## src/rtl/fifo_lane_compact.sv

```systemverilog
// Prefix-AND lane compaction: a lane is accepted only if it and every lower lane are
// requested and allowed. Also returns how many lanes were accepted.
module fifo_lane_compact #(
    parameter int N = 2
) (
    input  logic [N-1:0]             req_i,
    input  logic [N-1:0]             allow_i,
    output logic [N-1:0]             acc_o,
    output logic [$clog2(N+1)-1:0]   cnt_o
);

    localparam int CW = $clog2(N + 1);

    logic run;

    always_comb begin
        run   = 1'b1;
        acc_o = '0;
        cnt_o = '0;
        for (int unsigned k = 0; k < N; k++) begin
            run      = run & req_i[k] & allow_i[k];
            acc_o[k] = run;
            cnt_o    = cnt_o + CW'(run);
        end
    end

endmodule

```

## src/rtl/fifo_mimo.sv

```systemverilog
// Multi-write / multi-read in-order FIFO on a flop array; head R_PORTS entries are
// presented combinationally, and writes become visible one cycle later.
module fifo_mimo #(
    parameter int WIDTH   = 32,
    parameter int DEPTH   = 8,
    parameter int W_PORTS = 2,
    parameter int R_PORTS = 2
) (
    input  logic                         i_clk,
    input  logic                         i_rst_n,
    input  logic [W_PORTS-1:0]           i_w_e,
    input  logic [W_PORTS*WIDTH-1:0]     i_w_data,
    output logic [W_PORTS-1:0]           o_w_ready,
    output logic [W_PORTS-1:0]           o_w_ack,
    output logic [R_PORTS-1:0]           o_r_valid,
    output logic [R_PORTS*WIDTH-1:0]     o_r_data,
    input  logic [R_PORTS-1:0]           i_r_e,
    output logic [R_PORTS-1:0]           o_r_ack,
    input  logic                         i_flush,
    output logic [$clog2(DEPTH+1)-1:0]   o_count,
    output logic                         o_full,
    output logic                         o_empty
);

    localparam int CNT_W = $clog2(DEPTH + 1);
    localparam int PTR_W = $clog2(DEPTH);
    localparam int NW_W  = $clog2(W_PORTS + 1);
    localparam int NR_W  = $clog2(R_PORTS + 1);

    logic [WIDTH-1:0]   mem_q [DEPTH];
    logic [CNT_W-1:0]   count_q, count_d;
    logic [PTR_W-1:0]   w_ptr_q, w_ptr_d;
    logic [PTR_W-1:0]   r_ptr_q, r_ptr_d;
    logic [W_PORTS-1:0] w_ack_q;
    logic [R_PORTS-1:0] r_ack_q;

    logic [CNT_W-1:0]   free;
    logic [W_PORTS-1:0] w_acc;
    logic [R_PORTS-1:0] r_acc;
    logic [NW_W-1:0]    nw;
    logic [NR_W-1:0]    nr;

    // Free space is taken from the cycle-start count only, so same-cycle pops never admit writes.
    always_comb begin
        free      = CNT_W'(DEPTH) - count_q;
        o_w_ready = '0;
        o_r_valid = '0;
        o_r_data  = '0;
        for (int unsigned k = 0; k < W_PORTS; k++) begin
            o_w_ready[k] = free > CNT_W'(k);
        end
        for (int unsigned k = 0; k < R_PORTS; k++) begin
            o_r_valid[k]                = count_q > CNT_W'(k);
            o_r_data[k*WIDTH +: WIDTH]  = mem_q[r_ptr_q + PTR_W'(k)];
        end
    end

    fifo_lane_compact #(.N(W_PORTS)) u_w_compact (
        .req_i   (i_w_e),
        .allow_i (o_w_ready),
        .acc_o   (w_acc),
        .cnt_o   (nw)
    );

    fifo_lane_compact #(.N(R_PORTS)) u_r_compact (
        .req_i   (i_r_e),
        .allow_i (o_r_valid),
        .acc_o   (r_acc),
        .cnt_o   (nr)
    );

    always_comb begin
        count_d = count_q + CNT_W'(nw) - CNT_W'(nr);
        w_ptr_d = w_ptr_q + PTR_W'(nw);
        r_ptr_d = r_ptr_q + PTR_W'(nr);
    end

    always_ff @(posedge i_clk or negedge i_rst_n) begin
        if (!i_rst_n) begin
            count_q <= '0;
            w_ptr_q <= '0;
            r_ptr_q <= '0;
            w_ack_q <= '0;
            r_ack_q <= '0;
        end else if (i_flush) begin
            count_q <= '0;
            w_ptr_q <= '0;
            r_ptr_q <= '0;
            w_ack_q <= '0;
            r_ack_q <= '0;
        end else begin
            count_q <= count_d;
            w_ptr_q <= w_ptr_d;
            r_ptr_q <= r_ptr_d;
            w_ack_q <= w_acc;
            r_ack_q <= r_acc;
        end
    end

    always_ff @(posedge i_clk) begin
        if (!i_flush) begin
            for (int unsigned k = 0; k < W_PORTS; k++) begin
                if (w_acc[k]) begin
                    mem_q[w_ptr_q + PTR_W'(k)] <= i_w_data[k*WIDTH +: WIDTH];
                end
            end
        end
    end

    assign o_w_ack = w_ack_q;
    assign o_r_ack = r_ack_q;
    assign o_count = count_q;
    assign o_full  = (count_q == CNT_W'(DEPTH));
    assign o_empty = (count_q == '0);

endmodule

```

## config.mk

```make
export PLATFORM = sky130hd
export DESIGN_NAME = fifo_mimo
export DESIGN_NICKNAME = d
export VERILOG_FILES = /design/src/rtl/fifo_lane_compact.sv /design/src/rtl/fifo_mimo.sv
export SDC_FILE = /design/constraint.sdc
export NUM_CORES = 1
export LEC_CHECK = 0
export ABC_AREA = 1
export BUFFER_PORTS_ARGS = -buffer_cell sky130_fd_sc_hd__buf_2
export CAP_MARGIN = 20
export CORE_ASPECT_RATIO = 2
export CORE_MARGIN = 2
export CORE_UTILIZATION = 45
export DETAILED_ROUTE_END_ITERATION = 8
export SYNTH_ARGS = -nofsm -noshare
export SYNTH_HDL_FRONTEND = slang
export SYNTH_HIERARCHICAL = 1
export SYNTH_SLANG_ARGS = --single-unit
```

## constraint.sdc

```tcl
create_clock -name i_clk -period 3.9 [get_ports i_clk]
set_input_delay 0.195 -clock i_clk [delete_from_list [all_inputs] [get_ports i_clk]]
set_output_delay 0.195 -clock i_clk [all_outputs]
set_load 0.02 [all_outputs]
```

# == Word level (Yosys, flattened, before mapping) ==
# Memory sizes are Yosys's and may differ from the RTL's.
# Index checks and enable logic that the tools add are counted.
# classes
addsub,9
n_lt_le_gt_ge,4
eq_ne,1
muxes,11
n_bitwise,6
n_reduce_logical,1
# ops
cell,count
$gt A4 B1 Y1 const B,4
$add A3 B1 Y3 const B,2
$add A3 B2 Y3,2
$and A1 B1 Y1,6
$mux W1,6
$mux W3,2
$add A1 B1 Y2,2
$add A4 B2 Y4,1
$eq A4 B4 Y1 const B,1
$logic_not A4 Y1,1
$mux W2,2
$mux W4,1
$sub A4 B2 Y4,1
$sub A4 B4 Y4 const A,1
# word_totals
regBits,14
mem_bits_rw,256
out_inout_bits,78
memories,1
# memory_table
memory,words,width,rd,rd_clocked_by_memory_dff,write_ports,line_no,source
mem_q,8,32,2,0,2,fifo_mimo.sv:30,logic [WIDTH-1:0] mem_q [DEPTH];

# == Longest topological paths before layout ==
# Gate-level depths: netlist of the first run.
# depth
ltp_word,9
depth_mapped,15
depth_no_buf,15

# == Hierarchy ==
# The synthesis of the first run kept the hierarchy.
# by_module_without_submodules
mod,n_inst,cells_each,area_per_inst_um2,seq_area_each_um2
fifo_mimo,1,2764,19352.3,8037.7
fifo_lane_compact,2,6,35.0,0.0

# == Least setup slack after synthesis of the first run ==
# No wires, ideal clock.
# synth_timing
path_type,flip-flop to flip-flop
startpoint,"register count_q[2], in the netlist o_count[2]"
endpoint,memory mem_q[3][0] (enable)
arrival_ns,3.588
t_required_ns,3.434
setup_slack_ns,-0.153
path_stages_with_launch,9
path_buffers,0
path_cell_list,dfrtp_1 -> inv_1 -> nand3_1 -> nand2_1 -> inv_1 -> inv_1 -> nor2_1 -> nand2_1 -> o21ai_0
# synth_rtl
item,line_no,source
start: declaration,fifo_mimo.sv:31,"logic [CNT_W-1:0] count_q, count_d;"
start signal: assignment,fifo_mimo.sv:92,count_q <= count_d;
end: declaration,fifo_mimo.sv:30,

# == Final worst setup path of the first run ==
# layout_timing
startpoint,register r_ptr_q[2]
endpoint,output port o_r_data[20]
# layout_between
elab_chain_cells,1
# layout_rtl
item,line_no,source
start: declaration,fifo_mimo.sv:33,"logic [PTR_W-1:0] r_ptr_q, r_ptr_d;"
start signal: assignment,fifo_mimo.sv:94,r_ptr_q <= r_ptr_d;
$mem_v2 Z8 W32,n/a,
end: declaration,fifo_mimo.sv:16,"output logic [R_PORTS*WIDTH-1:0] o_r_data,"
# No other way between the ends.

==> results, run 1 <==
- The post-route clock skew is 0.008529 ns.
- The biggest area contributor in the post-synthesis netlist is edfxtp_1.
- The number of vias per cell is 5.619.
- The clock passes through at most 3 buffers.
- The critical path is of the flip-flop to output port type.
- The cell type group with the largest total delay on the critical path is buffers and inverters.
- The count of nets left with antenna violations once routing finished came out at 0.
- After floorplanning, the core was divided into 107 placement rows.
- Counting flops with a built-in enable in the synthesized netlist gives 256.
- Sorting the synthesized cells by area gives the leading types as edfxtp_1 (40%), nand2_1 (26%), nand4_1 (8.2%).
- After the first detailed-routing iteration, the DRC count stood at 1477.
- The netlist uses 29 different library cells.
- The level count of the clock H-tree is 1.
- In the finished design, the share of the clock period the worst path needs comes to a little over four fifths.
- The highest ir drop seen on vdd is approximately 0.64 mV.
- The synthesized design contains 270 register bits.
- TritonCTS built the clock tree.
- Pin placement for this block handled 149 I/O pins.
- The global placement routability congestion is around 0.87.
- The number of vias in the routed layout is 18590.
- The cell area after synthesis is 19420 um2.
- The tree is rooted in a clkbuf_16.
- The post-synthesis area per instance is 6.997 um2.
- The most prevalent standard cell on the critical path is nand2_1.
- The total global routing overflow is 0.
- Dividing total power by cell area gives a power density of around 690 nW/um2.
- In the final layout, the multi-input gates occupy 8670 um2.
- The routed design has 67.40 mm of wire.
- Summing the areas of all compound-gate instances in the mapped netlist gives 0.4638% of the synthesized area.
- The number of placed instances with taps included is 3248.
- The area share of fa/ha/maj cells after synthesis is between 1 and 1.5%.
- In this run the worst hold path is classified as input pin to flip-flop.
- In the final layout, flip-flops and latches occupy ~8000 um2.
- The run finished with clean final reports.
- The wire length of the first global-routing pass is 103.0 mm.
- The via count of the first global-routing pass was around 18000.
- The highest attainable clock frequency is 307.3 MHz.
- The core region area is around 43000 um2.
- The number of nets in the layout is 2826.
- The initial antenna violation count came to 9.
- The critical path data required time is around 3.7 ns.
- The mean routed wirelength per cell is 20.37 um.
- In the routed design, unresolved DRC markers number 0.
- The total power draw is 0.01417 W.
- The actual slew at the worst max-slew pin is 1.060 ns.
- The top cell type's share of synthesized area is about two fifths.
- The floorplan step set the die height to 297.8 um.
- The tightest hold path in the finished design has a slack of 0.02253 ns.
- The critical path goes through clkinv_1 > buf_4 > nand2_1 > nand2_1 > buf_2.
- For this run, the number of standard cells in the final layout without fillers is roughly 3300.
- On the worst path, the slowest cell contributes a delay of 0.77 ns.
- After layout, the minimum clock period comes to between 3 and 4 ns.
- The count of buffers added on input and output ports is 148.
- By count the netlist is led by nand2_1 (1359), inv_1 (287), nand3_1 (260).
- Max-cap violations in this run came to 0.
- The initial utilization of the core area, before any placement, comes to 45.62%.
- The share of flip-flops with an asynchronous set or reset is 5.185%.
- Summing the areas of all xor and xnor instances in the mapped netlist gives less than 1% of the synthesized area.
- The die is 150.9 um wide.
- The clock slew at the register clock pins of the worst setup and hold paths is 0.07 ns.
- The first detailed-routing pass took 8 iterations.
- Yosys printed 6 warnings.
- The static leakage is between 10 and 15 nW.
- The kind of start point of the critical path is a flip-flop.
- Compared with the post-synthesis result, the final layout area differs by 5.727%.
- The count of final max-slew check failures is 0.
- In the final layout, the share of cells above drive strength 1 is under 10%.
- In the synthesized netlist the dominant register cell turns out to be edfxtp_1.
- The floorplan die area is 44940 um2.
- STA classifies the critical path endpoint as an output port.
- The number of inserted filler cells in the final layout is 4260.
- Setup repair after global routing left no endpoint under its margin.
- In this run the tightest slew margin relative to its limit is 29.35%.
- The slowest stage of the critical path is the dfrtp_2 cell.
- The clock latency of the later-clocked register in the worst-skew pair is 0.55 ns.
- The half-perimeter wire length after detailed placement is 40.52 mm.
- Entering global routing, the biggest net connects 174 pins.
- The portion of synthesized area spent on multiplexers is 0%.
- The register area share after synthesis is 41.38%.
- The basic-gate share of the synthesized area counting and, or, nand and nor cells is 42.17%.
- Together, buffers and inverters on the worst path number 3.
- The number of buffers created by CTS is 25.
- The final-report setup violation count is 0.
- The global routing usage summed across all routing layers is 30.09%.
- By instance count, the leading cell after synthesis is nand2_1.
- Clock tree synthesis found a total of 270 sinks.
- The post-synthesis net count is 2864.
- The synthesized netlist cell count is 2776.
- The peak fanout along the critical path is 24.
- The number of hold-slack violations in the final timing report is 0.
- By area, the combinational part of the netlist is dominated by simple AND/OR/NAND/NOR gates.
- The data arrival time of the worst path is 3.06 ns.
## placed cells by master, fill, tap and decap left out, drive strengths merged, types with 2 or more instances in the layout
cell | synthesis | routed
dfrtp | 14 | 14
buf | 253 | 200
nand3 | 268 | 268
a21oi | 5 | 5
nand4 | 256 | 256
ha | 13 | 13
diode | 0 | 8
o21ai | 10 | 10
xnor2 | 2 | 2
clkbuf | 20 | 30
nor2 | 18 | 18
fa | 4 | 4
nand2 | 1362 | 1362
clkinv | 1 | 13
inv | 292 | 293
edfxtp | 256 | 256
dlygate4sd3 | 0 | 8
## power by group
| part | total, W | switching [W] | internal (W) |
|---|---|---|---|
| registers | 0.00364 | 0.000117 | 0.00353 |
| logic | 0.00814 | 0.00610 | 0.00204 |
| clock network | 0.00239 | 0.00114 | 0.00125 |
| total | 0.0142 | 0.00736 | 0.00681 |
## final timing paths
kind | from | end | slack (ns) | depth (start not counted)
max in group asynchronous | i_rst_n | r_ptr_q[0] | 3.56 | 2
setup reg to reg | o_count[2] | mem_q[6][24] | 0.85 | 9
hold reg to reg | w_ptr_q[2] | w_ptr_q[2] | 0.65 | 2
setup / recovery | r_ptr_q[2] | o_r_data[20] | 0.65 | 5
hold / removal | i_w_data[14] | mem_q[6][14] | 0.02 | 3
min in group asynchronous | i_rst_n | o_count[3] | 0.06 | 2
## tightest hold or removal path, stage by stage
cell,delay (ns)
buf_2,0.16
nand2_1,0.07
nand2_1,0.05
## through the flow
step                      TNS (ns)  instance area (um2)  util, %  setup WS, ns
after floorplan             -37.85                19420        -       -0.1531
final                            0                20530    48.23        0.6461
after CTS                        0                20510    48.19        0.6826
after global placement           0                19680    46.24        0.8868
after detailed placement         0                19680    46.24        0.8284
after global routing             0                20530    48.23        0.6006
## logic make-up after synthesis
kind of cell | Yosys count
xor+xnor | 2
buf+inv | 566
flops | 270
fa+ha+maj | 17
simple gates | 1904
compound gates | 17
## sequential cells by signal, summed over array words and instances (netlist names)
signal   count
mem_q      256
o_count      4
r_ptr_q      3
w_ptr_q      3
o_r_ack      2
o_w_ack      2
## what timing repair did
item | in CTS | in global routing
hold endpoints to repair | 25 | 0
buffers inserted | 0 | 0
hold buffers | 8 | 0
gates resized for setup | 0 | 0
## layer usage
layer  part of all wire, %  up-vias  wire length (um)  global-route usage [%]
met4                   6.0        2              4068                   18.27
li1                      -     8801                 -                       -
met3                   6.7      253              4522                   3.185
met5                0.0074        -                 5                       0
met2                    53      857             35400                   54.59
met1                    35     8680             23400                   32.93
## layout make-up
class	instances	area share [%]
clock buffers	30	3.138
well taps	545	3.321
inverters	293	5.392
repair buffers	208	6.142
diodes	8	0.09749
flip-flops and latches	270	39.17
multi-input cells	1940	42.22
clock inverters	15	0.5179
Note: power is estimated with default switching activity, not from simulation.
==> run 2, diff against run 1 <==
- clock period: 3.9 -> 3.3 ns (I/O delays scaled with it)
==> run 2 against run 1 <==
Setup slack lost 0.34 ns. Total power grew 19%. Die area is the same. First-iteration DRC count grew 3.0%. Sequential share of layout area shrank 0.58 points. Count of clock-buffer cells in the layout grew 5. Sequential cell count is the same. Cell area grew 1.5%. Highest routed layer unchanged. Combinational power grew 18%. Via count grew 1.4%. Non-clock buffer count grew 27. Core utilization grew 0.73 points.
==> results, run 2 (same netlist as run 1, synthesis figures left out) <==
- The detailed router finished its first iteration with 1522 violations.
- The actual slew at the worst max-slew pin is around 1.3 ns.
- The congestion estimate from routability-driven global placement came to ~0.85.
- After routing the design area is between 20000 and 25000 um2.
- CTS saw 270 sinks.
- Max-cap violations in this run came to 0.
- The residual antenna-violating net count after detailed routing is 0.
- The worst slack after detailed placement is 0.5622 ns.
- Relative to the synthesized area, the layout overhead comes to 7.325%.
- The overall die height is 297.8 um.
- The core region is about 43000 um2.
- After detailed routing, the average wire length per cell comes to 20.62 um.
- The cell sitting at the root of the clock tree is a clkbuf_16.
- The ratio of final minimum period to clock period is between 90% and 100%.
- The power density of the placed cells is between 800 and 900 nW/um2.
- The most common cell after layout, fill and taps aside is nand2_1.
- The top register by number of flip-flops is mem_q.
- The highest attainable clock frequency is 333.5 MHz.
- Clock-pin slew was measured on the worst setup and hold paths at 0.07 ns.
- The smallest clock period supported by the final layout is computed as 2.998 ns.
- The number of flip-flops in the largest register is 256.
- Setup violations remaining at the end of the flow were counted as 0.
- Along the worst path, the maximum fanout reaches 256.
- In this run, CTS created clock tree buffers numbering 25.
- The total overflow left after global routing is 0.
- For this block, the routed nets add up to 68.67 mm of wire.
- The number of vias per cell is 5.661.
- The TritonCTS clock tree is yes.
- The worst-case reg-to-reg path depth is 10.
- The worst setup slack for register-to-register paths is 0.52 ns.
- The half-perimeter wire length after detailed placement is a little over 40 mm.
- The end-of-flow core utilization is approximately half.
- The library cells used most frequently in the layout, excluding fill and tap cells, are nand2_1 (1359), inv_1 (285), nand3_1 (260), nand4_1 (256), edfxtp_1 (256).
- The initialized floorplan defines around 110 standard-cell rows.
- The static leakage is 10.47 nW.
- The detailed router placed 18860 vias in this run.
- The remaining max-slew budget at the tightest pin is 11.01%.
- The post-place instance area is approximately 20000 um2.
- The run finished with clean final reports.
- STA puts the critical path data required time at 3.13 ns.
- Entering global routing, the biggest net connects 257 pins.
- The initial antenna violation count came to 6.
- The effective utilization at floorplan is between 40% and 50%.
- The number of hold-slack violations in the final timing report is 0.
- The kind of end point of the critical path is an output port.
- The class of the most critical setup path is flip-flop to output port.
- The die covers roughly 45000 um2.
- STA classifies the critical path startpoint as a flip-flop.
- The class of the most critical hold timing path is input pin to flip-flop.
- The post-route clock skew is 0.01580 ns.
- The via count of the first global-routing pass is between 15000 and 20000.
- The count of final max-slew check failures is 0.
- The number of design rule violations left after detail routing is 0.
- The wire length of the first global-routing pass is 103.9 mm.
- Input and output buffers added on the ports amount to 148.
- The global routing usage summed across all routing layers is 30.32%.
- The detailed-router iteration count before antenna repair is 5.
- The final layout contains roughly 2900 nets.
- The data arrival time of the worst path is around 2.8 ns.
- In this run the number of H-tree levels came out at 1.
- The number of setup buffers added after CTS is 0.
- The minimum setup slack in the final design is around 0.3 ns.
- The horizontal die dimension is 150.9 um.
- Cells with a size suffix above 1 make up 9.960% of the layout.
- At the later pin of the worst-skew pair, clock insertion delay measures 0.56 ns.
- In this run the count of I/O pins placed on the die edge is ~150.
- The worst-case IR drop observed on VDD is 0.7032 mV.
- No sink is reached through more buffers than the 3 on the longest clock path.
- The worst hold path cell count is 3.
- Setup repair after global routing left no endpoint under its margin.
run 2: cell types whose count changed in the layout (fill, tap and decap cells not counted):
cell	before	now
buf_12	4	8
clkinv_4	2	0
clkbuf_1	5	6
inv_6	2	1
diode_2	8	5
dlygate4sd3_1	8	27
clkbuf_8	0	4
clkinv_1	7	3
buf_4	48	52
run 2: worst paths after layout:
kind                                    from            to
worst max-delay path              r_ptr_q[0]  o_r_data[52]
worst min-delay path            i_w_data[19]  mem_q[7][19]
worst max register to register    o_count[0]  mem_q[4][31]
worst min register to register    w_ptr_q[2]    w_ptr_q[2]
max in group asynchronous            i_rst_n    r_ptr_q[0]
min in group asynchronous            i_rst_n    o_count[3]
run 2: layer usage:
metal / vias up / share of wire (%) / track usage, %
li1: 8856 / - / -
met1: 8786 / 34 / 33.24
met2: 936 / 52 / 54.32
met3: 278 / 6.8 / 3.384
met4: 2 / 6.6 / 19.45
met5: - / 0.023 / 0
run 2: where the power goes:
group	internal, W	switching [W]	leakage (nW)
Sequential	0.00417	0.000141	2.50
Combinational	0.00246	0.00716	7.59
Clock	0.00156	0.00135	0.377
run 2: worst max-delay path, stage by stage (launching register included):
cell and delay, ns:
dfrtp_4 0.50, buf_12 0.66, nand2_1 0.12, nand3_1 0.14, nand2_1 0.06, nand2_1 0.08
nand2_1 0.14, buf_2 0.20
run 2: area by class of cell:
type | count | area [um2]
well taps | 545 | 681.9
inverters | 293 | 1107
flip-flops and latches | 270 | 8044
multi-input cells | 1940 | 8670
clock buffers | 35 | 703.2
clock inverters | 8 | 65.06
repair buffers | 235 | 1562
diodes | 5 | 12.51
fillers | 4211 | 21730
run 2: metrics by stage:
stage	total power, W	setup TNS, ns	hold slack, ns	instances
floorplan	0.01106	-8.496	-0.1306	2776
global placement	0.01377	0	0.08054	3256
detailed placement	0.01391	0	0.08631	3256
CTS	0.01681	0	0.0002006	3326
global route	0.01784	0	0.02253	3331
finish	0.01683	0	0.01397	3331
run 2: timing repair:
action,in CTS,in global routing
hold buffers,27,0
gates resized for setup,0,0
endpoints found under the hold margin,143,0
==> run 3, diff against run 2 <==
- SYNTH_HIERARCHICAL: 1 -> not set
==> run 3 against run 2 <==
Sequential power grew 0.9%. Global-route usage shrank 0.47 points. Hold slack lost 0.0032 ns. Die area shrank 7.2%. Sequential share of layout area grew 2.1 points. Critical endpoint is now o_r_data[18]. Largest power group unchanged.
==> results, run 3 <==
- The congestion estimate from routability-driven global placement came to 0.8528.
- The core region is 39440 um2.
- The deepest clock path buffer count is 3.
- Leaving out fill and tap cells, the most frequent cell in the layout is nand2_1.
- Among all cell types in the netlist, the one instantiated most often is nand2_1.
- Counting flops with a built-in enable in the synthesized netlist gives roughly 260.
- The tree is rooted in a clkbuf_16.
- Pin placement for this block handled approximately 150 I/O pins.
- The switching power of the nets is between 0.007 and 0.008 W.
- The number of flip-flops in the largest register is 256.
- Of all nets on the critical path, the largest fanout is 64.
- The class of the most critical setup path is flip-flop to output port.
- The switching portion of total power is 48.01%.
- The routed layout has around 17000 vias.
- The overall routed net length is 63.84 mm.
- edfxtp_1 takes more of the synthesized area than any other cell.
- In this run, synthesis produced a sequential element count of 270.
- Compared with the post-synthesis result, the final layout area differs by 9.939%.
- The data arrival time of the worst path is 2.87 ns.
- The half-perimeter wire length after detailed placement is 36.05 mm.
- Once detail routing completed, the nets flagged for antenna violations numbered 0.
- The remaining max-slew budget at the tightest pin is 14.06%.
- The synthesized netlist contains 30 unique library cells.
- The tool flagged a number of max-cap violations equal to 0.
- The first detailed-routing pass took 5 iterations.
- The number of clock sinks seen by CTS is 270.
- The power density of the placed cells is between 700 and 800 nW/um2.
- The ratio of final minimum period to clock period is 92.06%.
- The count of final max-slew check failures is 0.
- The first global-routing pass estimated 96.36 mm of wire.
- Sequential cells were found to cover ~45% of the synthesized design area.
- Setup repair after global routing left no endpoint under its margin.
- Data on the critical path is required at its endpoint by roughly 3.1 ns.
- The number of nets in the layout is 2414.
- In this run the number of H-tree levels came out at 1.
- In this run the mean area of a mapped cell was 7.710 um2.
- For this run, asynchronously set or reset flops after synthesis account for 5.185%.
- In the synthesized netlist, the cells that appear most often are nand2_1 (691), nand4_1 (264), o21ai_0 (261).
- The count of synthesis-stage warnings from yosys is 0.
- VDD sags by at most ~0.65 mV.
- The floorplan step set the die height to 286.9 um.
- Yosys attributes the largest share of cell area to edfxtp_1 (43%), nand2_1 (14%), nand4_1 (9.2%).
- The horizontal die dimension is 145.4 um.
- In this run the core area contains 103 standard-cell rows.
- The worst setup path is captured at an output port.
- Port buffering added 148 buffers.
- The synthesized netlist cell count is 2335.
- The post-route netlist has 11.86% of its cells at a drive strength greater than 1.
- The clock latency of the later-clocked register in the worst-skew pair is 0.57 ns.
- TritonCTS built the clock tree.
- The initial antenna violation count is 2.
- The floorplan die area is approximately 42000 um2.
- STA classifies the critical path startpoint as a flip-flop.
- In this run the static leakage power is ~8.4 nW.
- The total global routing overflow is 0.
- The top register by number of flip-flops is mem_q.
- The via count of the first global-routing pass is ~17000.
- The library cells used most frequently in the layout, excluding fill and tap cells, are nand2_1 (683), nand4_1 (264), o21ai_0 (261), edfxtp_1 (256), a21oi_1 (164).
- The effective utilization at floorplan is between 40 and 50%.
- The run finished with clean final reports.
- The portion of total power attributed to the clock network is 18.8%.
- The number of nets in the synthesized netlist is 2423.
- Of the post-synthesis cell area, the dominant cell type holds 42.70%.
- The combinational share of power is a little over half.
- The cell area after synthesis is 18000 um2.
- Subtracting the final worst setup slack from the clock period gives a little over 3 ns.
- The minimum hold slack is approximately 0.011 ns.
- Setup violations remaining at the end of the flow were counted as 0.
- The detailed router's first-iteration violation count is 1454.
- At the pin with the least slew margin, the transition time is 1.289 ns.
- The worst hold path belongs to the class input pin to flip-flop.
- Between clock sinks in the finished design, the worst skew comes to 0.008456 ns.
- The number of design rule violations left after detail routing is 0.
- The clock slew at the register clock pins of the worst setup and hold paths is roughly 0.070 ns.
- For this run, the leading register cell type out of synthesis is edfxtp_1.
- The final sum of negative setup slack is 0 ns.
- Dividing the detail-routed via count by the number of cells gives 6.040.
- The mean routed wirelength per cell is 22.24 um.
- The number of clock buffers added by TritonCTS is 26.
- The internal portion of the total power is 0.008165 W.
- The pin count of the biggest net entering global routing is around 220.
- Global routing used between 20 and 30% of the available tracks across all layers.
- The highest attainable clock frequency is approximately 330 MHz.
- The share of power burned in registers is between 20% and 30%.
- The number of hold-slack violations in the final timing report is 0.
## run 3: changes by cell type after synthesis, moves of 31 or more
cell	before	now
nand2_1	1359	691
o21ai_0	10	261
nand3_1	260	34
a21oi_1	5	164
inv_1	287	157
clkbuf_1	19	93
nor2_1	16	83
buf_4	55	9
buf_2	151	115
o211ai_1	0	32
o21a_1	1	32
## run 3: cell type report
type	count	area, um2
Sequential cell	270	8046
Tap cell	525	656.9
Timing Repair Buffer	233	1634
Multi-Input combinational cell	1634	8043
Fill cell	3775	19640
Antenna cell	1	2.502
Clock buffer	30	686.9
Clock inverter	16	105.1
Inverter	161	616.8
## run 3: cell families after synthesis
family                     synth area share (%)
buffers and inverters                     10.97
and+or+nand+nor                           27.56
DFF                                       44.65
adders and majority gates                 1.348
AOI/OAI and AO/OA                         15.33
xor gates and xnor gates                 0.1390
## run 3: layer usage
layer / wire length (um) / GRT usage, % / vias up / share of wire, %
met5: 0 / 0 / - / 0
li1: - / - / 8007 / -
met3: 4015 / 3.556 / 236 / 6.3
met1: 22370 / 31.92 / 8325 / 35
met4: 3933 / 18.90 / 0 / 6.2
met2: 33520 / 55.41 / 766 / 53
## run 3: through the flow
stage                     utilization [%]  power, W  worst slack (ns)  area (um2)  cells
after floorplan                         -  0.009999            0.1722       18000   2335
after global placement              47.36   0.01260            0.5127       18680   2791
after detailed placement            47.36   0.01273            0.5046       18680   2791
after CTS                           50.18   0.01568            0.2804       19790   2869
after global routing                50.19   0.01662            0.1647       19790   2870
final                               50.19   0.01571            0.2621       19790   2870
## run 3: power by group through the flow
stage | registers, W | logic [W] | clock network [W]
after floorplan | 0.00435 | 0.00565 | 0
after global placement | 0.00441 | 0.00820 | 0
after detailed placement | 0.00442 | 0.00831 | 0
after CTS | 0.00434 | 0.00837 | 0.00297
after global routing | 0.00438 | 0.00915 | 0.00309
final | 0.00435 | 0.00841 | 0.00295
## run 3: worst max-delay path, cell delays in order (launching register included)
cell and delay [ns]:
dfrtp_4 0.71, buf_4 0.70, o21ai_0 0.18, o21ai_0 0.22, nand2_1 0.14, nand2_1 0.15, buf_2 0.18
## run 3: timing repair
item	4_1_cts	5_1_grt
gates resized for setup	0	0
hold buffers	32	0
buffers inserted	0	0
hold endpoints to repair	179	0
## run 3: worst paths after layout
check                        startpoint      endpoint  slack, ns  depth (start not counted)
setup reg to reg             o_count[2]  mem_q[1][26]       0.47                          9
min in group asynchronous       i_rst_n    o_count[3]       0.04                          2
max in group asynchronous       i_rst_n    r_ptr_q[0]       2.98                          2
setup / recovery             r_ptr_q[1]  o_r_data[18]       0.26                          6
hold / removal             i_w_data[21]  mem_q[0][21]       0.01                          3
hold reg to reg              o_count[0]    o_count[0]       0.71                          3
